==> src/rtl/aibcr3_txdig_seq_if.sv <==
// TX digital sequencer bundle: bring-up request/config in,
// pad/launch-flop control and status out.
interface aibcr3_txdig_seq_if #(
  parameter int DLY_W = 8
);
  logic             i_tx_req;
  logic             i_ddr_mode;
  logic [DLY_W-1:0] i_dly;
  logic             o_ipadrstb;
  logic             o_irstb;
  logic             o_itx_en;
  logic             o_idataselb;
  logic             o_iddrctrl;
  logic             o_async_data;
  logic             o_tx_ready;
  logic             o_busy;
  logic [2:0]       o_state;

  modport master (
    output i_tx_req, i_ddr_mode, i_dly,
    input  o_ipadrstb, o_irstb, o_itx_en,
    input  o_idataselb, o_iddrctrl, o_async_data,
    input  o_tx_ready, o_busy, o_state
  );

  modport slave (
    input  i_tx_req, i_ddr_mode, i_dly,
    output o_ipadrstb, o_irstb, o_itx_en,
    output o_idataselb, o_iddrctrl, o_async_data,
    output o_tx_ready, o_busy, o_state
  );
endinterface

==> src/rtl/aibcr3_txdig_seq.sv <==
// TX pad bring-up / shutdown sequencer: staged reset release,
// driver enable, clocked-path select and DDR capture.
module aibcr3_txdig_seq #(
  parameter int DLY_W   = 8,
  parameter int MIN_OFF = 4
) (
  input logic               iclk,
  input logic               irst,
  aibcr3_txdig_seq_if.slave bus
);
  // Counter also holds MIN_OFF-1 (up to 254), so never narrower than 8.
  localparam int CW = (DLY_W > 8) ? DLY_W : 8;

  typedef enum logic [2:0] {
    S_OFF    = 3'd0,
    S_PADREL = 3'd1,
    S_FFREL  = 3'd2,
    S_TXEN   = 3'd3,
    S_LIVE   = 3'd4,
    S_DRAIN  = 3'd5
  } state_e;

  logic [2:0]    state_q;
  state_e        state_d;
  logic [CW-1:0] cnt_q, cnt_d;
  logic          ddr_q, ddr_d;
  logic          pad_q, pad_d;
  logic          rstb_q, rstb_d;
  logic          txen_q, txen_d;
  logic          sel_q, sel_d;
  logic          rdy_q, rdy_d;
  logic          busy_q, busy_d;
  logic [2:0]    st_q;

  logic [CW-1:0] dly_ld;
  logic [CW-1:0] off_ld;
  logic [CW-1:0] cnt_dec;
  logic          cnt_z;
  logic          req;

  assign dly_ld  = CW'(bus.i_dly);
  assign off_ld  = CW'(MIN_OFF - 1);
  assign cnt_z   = (cnt_q == '0);
  assign cnt_dec = cnt_z ? '0 : cnt_q - 1'b1;
  assign req     = bus.i_tx_req;

  always_comb begin
    state_d = S_OFF;
    cnt_d   = cnt_q;
    ddr_d   = 1'b0;
    case (state_q)
      S_OFF: begin
        state_d = S_OFF;
        cnt_d   = cnt_dec;
        if (req && cnt_z) begin
          state_d = S_PADREL;
          cnt_d   = dly_ld;
        end
      end
      S_PADREL: begin
        if (!req) begin
          state_d = S_OFF;
          cnt_d   = off_ld;
        end else if (cnt_z) begin
          state_d = S_FFREL;
          cnt_d   = dly_ld;
        end else begin
          state_d = S_PADREL;
          cnt_d   = cnt_dec;
        end
      end
      S_FFREL: begin
        if (!req) begin
          state_d = S_OFF;
          cnt_d   = off_ld;
        end else if (cnt_z) begin
          state_d = S_TXEN;
          cnt_d   = dly_ld;
        end else begin
          state_d = S_FFREL;
          cnt_d   = cnt_dec;
        end
      end
      S_TXEN: begin
        if (!req) begin
          state_d = S_DRAIN;
          cnt_d   = dly_ld;
        end else if (cnt_z) begin
          state_d = S_LIVE;
          cnt_d   = dly_ld;
          ddr_d   = bus.i_ddr_mode;
        end else begin
          state_d = S_TXEN;
          cnt_d   = cnt_dec;
        end
      end
      S_LIVE: begin
        if (!req) begin
          state_d = S_DRAIN;
          cnt_d   = dly_ld;
        end else begin
          state_d = S_LIVE;
          ddr_d   = ddr_q;
        end
      end
      S_DRAIN: begin
        if (cnt_z) begin
          state_d = S_OFF;
          cnt_d   = off_ld;
        end else begin
          state_d = S_DRAIN;
          cnt_d   = cnt_dec;
        end
      end
      default: begin
        state_d = S_OFF;
        cnt_d   = off_ld;
      end
    endcase
  end

  // Output flops are loaded from the next state so they track state_q.
  always_comb begin
    pad_d  = (state_d != S_OFF);
    rstb_d = state_d inside {S_FFREL, S_TXEN, S_LIVE, S_DRAIN};
    txen_d = state_d inside {S_TXEN, S_LIVE, S_DRAIN};
    sel_d  = (state_d == S_LIVE);
    rdy_d  = (state_d == S_LIVE);
    busy_d = state_d inside {S_PADREL, S_FFREL, S_TXEN, S_DRAIN};
  end

  always_ff @(posedge iclk) begin
    if (irst) begin
      state_q <= S_OFF;
      cnt_q   <= '0;
      ddr_q   <= 1'b0;
      pad_q   <= 1'b0;
      rstb_q  <= 1'b0;
      txen_q  <= 1'b0;
      sel_q   <= 1'b0;
      rdy_q   <= 1'b0;
      busy_q  <= 1'b0;
      st_q    <= 3'd0;
    end else begin
      state_q <= state_d;
      cnt_q   <= cnt_d;
      ddr_q   <= ddr_d;
      pad_q   <= pad_d;
      rstb_q  <= rstb_d;
      txen_q  <= txen_d;
      sel_q   <= sel_d;
      rdy_q   <= rdy_d;
      busy_q  <= busy_d;
      st_q    <= state_d;
    end
  end

  assign bus.o_ipadrstb   = pad_q;
  assign bus.o_irstb      = rstb_q;
  assign bus.o_itx_en     = txen_q;
  assign bus.o_idataselb  = sel_q;
  assign bus.o_iddrctrl   = ddr_q;
  assign bus.o_async_data = 1'b0;
  assign bus.o_tx_ready   = rdy_q;
  assign bus.o_busy       = busy_q;
  assign bus.o_state      = st_q;
endmodule

==> src/flat_wrapper.sv <==
// flat-port wrapper written by rule: the top's interface ports become plain ports
module aibcr3_txdig_seq_flat 
#(
  parameter int DLY_W   = 8,
  parameter int MIN_OFF = 4
)
  (iclk, irst, bus_i_tx_req, bus_i_ddr_mode, bus_i_dly, bus_o_ipadrstb, bus_o_irstb, bus_o_itx_en, bus_o_idataselb, bus_o_iddrctrl, bus_o_async_data, bus_o_tx_ready, bus_o_busy, bus_o_state);
  aibcr3_txdig_seq_if #(.DLY_W(DLY_W)) bus_i ();
  input logic iclk;
  input logic irst;
  input wire logic [$bits(bus_i.i_tx_req)-1:0] bus_i_tx_req;
  input wire logic [$bits(bus_i.i_ddr_mode)-1:0] bus_i_ddr_mode;
  input wire logic [$bits(bus_i.i_dly)-1:0] bus_i_dly;
  output wire logic [$bits(bus_i.o_ipadrstb)-1:0] bus_o_ipadrstb;
  output wire logic [$bits(bus_i.o_irstb)-1:0] bus_o_irstb;
  output wire logic [$bits(bus_i.o_itx_en)-1:0] bus_o_itx_en;
  output wire logic [$bits(bus_i.o_idataselb)-1:0] bus_o_idataselb;
  output wire logic [$bits(bus_i.o_iddrctrl)-1:0] bus_o_iddrctrl;
  output wire logic [$bits(bus_i.o_async_data)-1:0] bus_o_async_data;
  output wire logic [$bits(bus_i.o_tx_ready)-1:0] bus_o_tx_ready;
  output wire logic [$bits(bus_i.o_busy)-1:0] bus_o_busy;
  output wire logic [$bits(bus_i.o_state)-1:0] bus_o_state;
  assign bus_i.i_tx_req = bus_i_tx_req;
  assign bus_i.i_ddr_mode = bus_i_ddr_mode;
  assign bus_i.i_dly = bus_i_dly;
  assign bus_o_ipadrstb = bus_i.o_ipadrstb;
  assign bus_o_irstb = bus_i.o_irstb;
  assign bus_o_itx_en = bus_i.o_itx_en;
  assign bus_o_idataselb = bus_i.o_idataselb;
  assign bus_o_iddrctrl = bus_i.o_iddrctrl;
  assign bus_o_async_data = bus_i.o_async_data;
  assign bus_o_tx_ready = bus_i.o_tx_ready;
  assign bus_o_busy = bus_i.o_busy;
  assign bus_o_state = bus_i.o_state;
  aibcr3_txdig_seq #(.DLY_W(DLY_W), .MIN_OFF(MIN_OFF)) u_core (.iclk(iclk), .irst(irst), .bus(bus_i));
endmodule
==> config.mk <==
export PLATFORM = sky130hd
export DESIGN_NAME = aibcr3_txdig_seq_flat
export DESIGN_NICKNAME = d
export VERILOG_FILES = /design/src/rtl/aibcr3_txdig_seq_if.sv /design/src/rtl/aibcr3_txdig_seq.sv /design/src/flat_wrapper.sv
export SDC_FILE = /design/constraint.sdc
export NUM_CORES = 1
export LEC_CHECK = 0
export BUFFER_PORTS_ARGS = -buffer_cell sky130_fd_sc_hd__buf_2
export CAP_MARGIN = 25
export CORE_UTILIZATION = 40
export CTS_CLUSTER_SIZE = 8
export DETAILED_ROUTE_END_ITERATION = 7
export PLACE_DENSITY = 0.65
export SLEW_MARGIN = 20
export SYNTH_ARGS = -nofsm -noshare
export SYNTH_HDL_FRONTEND = slang
export SYNTH_SLANG_ARGS = --single-unit
==> constraint.sdc <==
create_clock -name iclk -period 2.5 [get_ports iclk]
set_input_delay 0.5 -clock iclk [delete_from_list [all_inputs] [get_ports iclk]]
set_output_delay 0.5 -clock iclk [all_outputs]
set_load 0.005 [all_outputs]
==> key figures, run 1 <==
Global route
  • Initial antenna violation count: 0
  • First-pass GRT wire length: 5440 um
  • GRT Util Overall: a little over a fifth
  • Largest net degree at the start of global routing: 21
  • Total grt overflow: 0
  • Vias in the first global route: 1174

Critical path
  • FF-to-FF path depth: 6
  • Reg2reg start: u_core.cnt_q[0]
  • Worst Path Max Fanout: 10
  • Kind of cell adding the most delay to the critical path: simple AND/OR/NAND/NOR gates
  • Crit path cell chain: inv_1 -> ha_1 -> or4b_1 -> nor2_8 -> o31ai_1 -> a221o_1
  • Max stage delay on crit path: 0.64 ns
  • Critical Setup Path Class: reg2reg
  • Startpoint Class: register
  • Slowest cell on crit path: or4b_1
  • WP buf/inv: 1
  • CP arrival: roughly 2.3 ns
  • End of the worst register-to-register path: u_core.cnt_q[5]
  • Worst Path Required: around 2.7 ns
  • R2R Setup Slk: about 0.40 ns
  • Critical Path End Type: register

Layout
  • Layout cells sized above 1: between 20% and 30%
  • N_diodes: 0
  • Fin nets: 188
  • Area Growth Syn to Fin: 11.2%
  • Post-Layout Cell Count: roughly 200
  • Layout Utilization: between 40% and 50%

Timing
  • Final hold vios: 0
  • Fmax: approximately 480 MHz
  • Final setup vio count: 0
  • RSZ-0062 raised after global routing: false
  • Max Slew Vio Count: 0
  • Tcrit/Tclk final: 84.0%
  • Layout Skew: 0.000728 ns
  • Post-route minimum period: 2.10 ns
  • TNS Setup: 0 ns
  • Worst hold slack: 0.422 ns

Drt
  • DRT iter0 DRCs: between 70 and 80
  • Total number of vias: ~1300
  • Avg WL per Cell: roughly 16 um
  • DR DRC count: 1
  • Routed Wire Length: between 3000 and 4000 um
  • Drt first pass iters: 6
  • DR vias/cell: between 6 and 7
  • Post-route ant nets: 0

Synthesis
  • Post-synthesis register bit count: 17
  • Async S/R FF share, synth: 0%
  • Synth top area share: between 20% and 30%
  • YS warnings: 0
  • Main area contributors after synthesis: dfxtp_1 (27%), a21oi_1 (4.8%), a221o_1 (4.0%), nor3_1 (3.2%), nand3_1 (2.8%)
  • Number of synthesized flops with an enable pin: 0
  • Synth Net Count: about 170
  • Sequential area share after synthesis: between 20 and 30%
  • Netlist cell types: 54
  • Synth area leader: dfxtp_1
  • Synthesized area per cell: approximately 7.9 um2
  • Post-synth top flop: dfxtp_1
  • Post-synth design cell area: roughly 1200 um2
  • Syn Inst Count: 157

Min path
  • Worst Min Path Start: bus_i_dly[6]
  • Min-Delay Path Class: in2reg
  • Hold path depth: 2
  • Worst Hold End: u_core.cnt_q[6]

Clock network
  • CTS Root Cell: clkbuf_4
  • CTS Buf Count: 3
  • Post-CTS Setup Inserts: 0
  • CTS clk-pin slew, worst paths: ~0.10 ns
  • CTS tree: done
  • # resized after CTS: 0
  • CTS sink cnt: 17
  • Clock Path Buffers: 2
  • Clk Latency, worst-skew pair: 0.29 ns
  • Post-CTS Hold Buffers: 0
  • CTS H-tree lvls: 1

Pwr
  • Peak VDD IR: around 0.64 mV
  • Total Power Consumption: about 1200 uW
  • Pwr Density: 866 nW/um2
  • Leak Pwr: 0.000542 uW

Floorplan
  • Top Ports: 23
  • Starting Density: a little over two fifths
  • Die W: between 50 and 60 um
  • Die Y: a little under 60 um
  • Core area: roughly 2900 um2
  • Die area: about 3300 um2
  • Site Rows: 19

Placed design
  • Final Wtd Congestion: between 0.8 and 0.9
  • Placed insts: 200
  • Hpwl dp: 2350 um
  • IO buf count: 21

Status
  • Failing checks: design-rule violations
  • Outcome: finished, violations left

Job
  • Max-Cap Viols: 0
cell usage after synthesis, types with 2 or more instances:
cell type and number:
o21ai_1 4, clkbuf_1 6, o21ai_0 6, or3b_2 2, nor2b_1 2, a31oi_1 3
nor2_1 9, ha_1 2, inv_1 7, nor4_1 4, or3_1 3, nand2b_1 2
a21oi_1 12, nand2_1 7, or4b_1 2, o211ai_1 2, buf_2 4, nor3_1 8
nand3_1 7, a221o_1 5, xnor2_1 3, nor3b_1 3, buf_4 3, o31ai_1 4
dfxtp_1 17, a211oi_1 2
how the worst max path moves through the flow:
stage                               start         endpoint  slack, ns  cells after the start
final                     u_core.cnt_q[0]  u_core.cnt_q[5]       0.40                      6
after global routing      u_core.cnt_q[0]  u_core.cnt_q[5]       0.28                      6
after CTS                 u_core.cnt_q[0]  u_core.cnt_q[5]       0.40                      6
after detailed placement  u_core.cnt_q[0]  u_core.cnt_q[5]       0.42                      6
after global placement    u_core.cnt_q[0]  u_core.cnt_q[5]       0.48                      6
after floorplan           u_core.cnt_q[0]  u_core.cnt_q[5]       0.68                      7
per-stage QoR:
step	setup slack [ns]	instance area, um2
after floorplan	0.677	1240
after global placement	0.483	1360
after detailed placement	0.418	1360
after CTS	0.404	1380
after global routing	0.281	1380
final	0.401	1380
layout by cell type, fill, tap and decap left out, drive strengths merged, types with 3 or more instances in the layout:
cell	netlist	final
nand3	7	7
a31oi	3	3
nor3	9	9
nor3b	3	3
a21oi	12	12
nor2	10	10
clkbuf	6	4
a211oi	3	3
o31ai	4	4
buf	8	26
inv	7	7
xnor2	3	3
a221o	5	5
nor4	4	4
or3	3	3
dfxtp	17	17
nand2	7	7
or3b	3	3
o21ai	10	10
cell type report:
class	count	area (um2)
clock buffers	4	26.3
fillers	292	1470
inverters	8	30.0
multi-input cells	118	805
flip-flops and latches	17	340
well taps	31	38.8
repair buffers	26	143
logic make-up after synthesis:
family | Yosys count | synth area share, %
compound gates | 57 | 33.1
simple gates | 55 | 27.2
buf+inv | 22 | 7.95
flops | 17 | 27.4
xor+xnor | 3 | 2.11
fa+ha+maj | 2 | 2.01
other cells | 1 | 0.302
per-layer routing:
layer / vias up / GRT usage [%] / wire length [um]
met3: 4 / 6.25 / 200
met5: - / 0 / 0
met2: 40 / 32.7 / 1580
li1: 627 / - / -
met1: 601 / 28.2 / 1460
met4: 0 / 6.46 / 33
where the power goes:
part	switching, uW	leakage (uW)	internal, uW
registers	91.3	0.000139	329
clock network	90.4	0.0000150	62.1
logic	349	0.000388	275
state kept, by name, summed over array words and instances (netlist names):
signal and flops:
u_core.bus.o_ipadrstb 1, u_core.bus.o_idataselb 1, u_core.bus.o_iddrctrl 1, u_core.cnt_q 8, u_core.bus.o_busy 1, u_core.state_q 3, u_core.bus.o_itx_en 1, u_core.bus.o_irstb 1
No activity file was read; power rests on OpenSTA's default activity.
==> run 2: changes to the inputs <==
--- a/config.mk
+++ b/config.mk
@@ -5,6 +5,7 @@
 export SDC_FILE = /design/constraint.sdc
 export NUM_CORES = 1
 export LEC_CHECK = 0
+export ABC_AREA = 1
 export BUFFER_PORTS_ARGS = -buffer_cell sky130_fd_sc_hd__buf_2
 export CAP_MARGIN = 25
 export CORE_UTILIZATION = 40
==> constraint.sdc (replaced) <==
create_clock -name iclk -period 2.1 [get_ports iclk]
set_input_delay 0.42 -clock iclk [delete_from_list [all_inputs] [get_ports iclk]]
set_output_delay 0.42 -clock iclk [all_outputs]
set_load 0.005 [all_outputs]
==> run 2 against run 1 <==
Net effect: the run now ends clean; register-to-register slack better by 0.19 ns; synthesized cell count grew 25%; worst hold slack got worse by 0.047 ns; combinational power grew 76%; flip-flop and latch count unchanged; highest routed layer unchanged; final cell count grew 22%; first-iteration DRC count decreased by 39%; sequential share of layout area increased by 1.1 points; wire length fell by 20%.
==> key figures, run 2 <==
Layout
  • Post-Layout Cell Count: 249 (+22%)
  • Most frequent cells in the layout: nand2_1 (57), inv_1 (30), nand3_1 (24)
  • Largest Register: u_core.cnt_q
  • N_diodes: 0 (unchanged)
  • Multi-input logic area: 678 um2 (-16%)
  • Layout cells sized above 1: 19.7% (-1.7 points)
  • Register area: 340 um2 (unchanged)
  • Area Growth Syn to Fin: 12.6%
  • Fill count: 296 (+1.4%)
  • Post-route cell area: 1320 um2 (-4.3%)
  • Fin nets: 233 (+24%)
  • Largest regs: u_core.cnt_q (8), u_core.state_q (3)
  • Max reg flops: 8 (unchanged)
  • Commonest non-fill, non-tap cell in the layout: nand2_1

Synthesis
  • Post-synthesis register bit count: 17 (unchanged)
  • Async S/R FF share, synth: 0% (unchanged)
  • Synthesized area per cell: 5.96 um2 (-25%)
  • Synth Net Count: 211 (+23%)
  • Synth area leader: dfxtp_1
  • YS warnings: 0 (unchanged)
  • Most common cell in the netlist: nand2_1
  • Main area contributors after synthesis: dfxtp_1 (29%), nand2_1 (18%), nand3_1 (10%), inv_1 (9.6%), nor2_1 (6.1%)
  • Synth top area share: 29.0% (+1.6 points)
  • Syn Inst Count: 197 (+25%)
  • Sequential area share after synthesis: 29.0% (+1.6 points)
  • Post-synth top flop: dfxtp_1
  • Commonest cells in the synthesized netlist: nand2_1 (57), inv_1 (30), nand3_1 (24)
  • Netlist cell types: 22 (-59%)
  • Post-synth design cell area: 1170 um2 (-5.5%)
  • Number of synthesized flops with an enable pin: 0 (unchanged)

Placed design
  • Final Wtd Congestion: 0.884 (+0.76%)
  • DP Worst Slack: 0.562 ns (+0.144 ns)
  • Placed insts: 245 (+23%)
  • Hpwl dp: 2040 um (-14%)
  • IO buf count: 21 (unchanged)
  • DP Area: 1290 um2 (-4.5%)

Drt
  • Post-route ant nets: 0 (unchanged)
  • Routed Wire Length: 2620 um (-20%)
  • DRT iter0 DRCs: 43 (-39%)
  • Drt first pass iters: 4 (-2)
  • Total number of vias: 1216 (-4.4%)
  • DR DRC count: 0 (-1)
  • DR vias/cell: 4.88 (-22%)
  • Avg WL per Cell: 10.5 um (-35%)

Floorplan
  • Top Ports: 23 (unchanged)
  • Die W: 56.2 um (-2.7%)
  • Die Y: 56.2 um (-2.7%)
  • Core area: 2760 um2 (-3.3%)
  • Starting Density: 42.6% (-0.99 points)
  • Die area: 3160 um2 (-5.3%)
  • Site Rows: 19 (unchanged)

Pwr
  • Peak VDD IR: 0.817 mV (+28%)
  • Pwr Density: 1370 nW/um2 (+58%)
  • Leak Pwr: 0.000760 uW (+40%)
  • Total Power Consumption: 1810 uW (+51%)

Clock network
  • # resized after CTS: 0 (unchanged)
  • CTS Buf Count: 3 (unchanged)
  • Clock Path Buffers: 2 (unchanged)
  • CTS clk-pin slew, worst paths: 0.11 ns (about the same)
  • CTS Root Cell: clkbuf_4
  • CTS H-tree lvls: 1 (unchanged)
  • Post-CTS Hold Buffers: 0 (unchanged)
  • Clk Latency, worst-skew pair: 0.30 ns (about the same)
  • CTS sink cnt: 17 (unchanged)
  • CTS tree: done
  • Post-CTS Setup Inserts: 0 (unchanged)

Critical path
  • Startpoint Class: register
  • Worst Path Max Fanout: 7 (-3)
  • CP arrival: 1.71 ns (-0.58 ns)
  • Critical Setup Path Class: reg2reg
  • Critical Path End Type: register
  • Worst Path Required: 2.30 ns (-0.39 ns)
  • FF-to-FF path depth: 9 (+3)

Global route
  • First-pass GRT wire length: 4420 um (-19%)
  • Initial antenna violation count: 0 (unchanged)
  • Total grt overflow: 0 (unchanged)
  • Largest net degree at the start of global routing: 12 (-43%)
  • Vias in the first global route: 1050 (-11%)
  • GRT Util Overall: 17.7% (-3.4 points)

Timing
  • Tcrit/Tclk final: 71.8% (-12 points)
  • Post-route minimum period: 1.51 ns (-0.592 ns)
  • Layout Skew: 0.0103 ns (+0.00961 ns)
  • RSZ-0062 raised after global routing: false
  • Fmax: 664 MHz (+39%)
  • Setup slack after layout: 0.593 ns (+0.192 ns)
  • TNS Setup: 0 ns (unchanged)
  • Final setup vio count: 0 (unchanged)
  • Max Slew Vio Count: 0 (unchanged)
  • Final hold vios: 0 (unchanged)

Min path
  • Min-Delay Path Class: in2reg
  • Hold path depth: 3 (+1)

Status
  • Outcome: finished, final reports clean

Job
  • Max-Cap Viols: 0 (unchanged)
## run 2: cell families (layout without fill, tap and decap cells)
kind of cell	Yosys count	after routing	synth area share, %
and+or+nand+nor	116	116	45.9
buffers and inverters	39	60	13.3
AOI/OAI and AO/OA	22	22	9.37
DFF	17	17	29.0
adders and majority gates	2	2	2.13
other	1	1	0.319
## run 2: per-layer routing
metal / up-vias / part of all wire, % / wire length [um] / global-route usage, %
li1: 646 / - / - / -
met1: 527 / 49 / 1290 / 25.7
met2: 37 / 42 / 1100 / 26.4
met3: 6 / 6.8 / 178 / 2.56
met4: 0 / 1.5 / 40 / 6.27
met5: - / 0 / 0 / 0
## run 2: path summary, 6_finish.rpt
| check | from | to | slack (ns) |
|---|---|---|---|
| setup / recovery | u_core.cnt_q[0] | u_core.bus.o_ipadrstb | 0.59 |
| hold reg to reg | u_core.bus.o_iddrctrl | u_core.bus.o_iddrctrl | 0.48 |
| hold / removal | bus_i_ddr_mode | u_core.bus.o_iddrctrl | 0.38 |
| setup reg to reg | u_core.cnt_q[0] | u_core.bus.o_ipadrstb | 0.59 |
## run 2: stage by stage
| stage | hold slack (ns) | util (%) |
|---|---|---|
| after floorplan | 0.460 | - |
| after global placement | 0.466 | 47.0 |
| after detailed placement | 0.459 | 47.0 |
| after CTS | 0.381 | 48.0 |
| after global routing | 0.389 | 48.0 |
| final | 0.376 | 48.0 |
## run 2: final cells by class
cell class              instances  area share, %
well taps                      31           2.93
clock buffers                   3           1.70
inverters                      35           10.0
flip-flops and latches         17           25.7
repair buffers                 21           7.95
clock inverters                 1          0.378
multi-input cells             141           51.3
## run 2: where the power goes
part	switching (uW)	total (uW)	internal, uW
clock network	110	181	71.0
logic	694	1100	410
registers	104	522	418
## run 2: worst max-delay path: stages (launching register included)
cell	delay [ns]
dfxtp_1	0.34
inv_1	0.11
ha_1	0.19
nand2_2	0.10
nor2_8	0.17
nor2_1	0.07
nor2_1	0.12
nand3_2	0.13
nand2_1	0.11
nand3_1	0.07
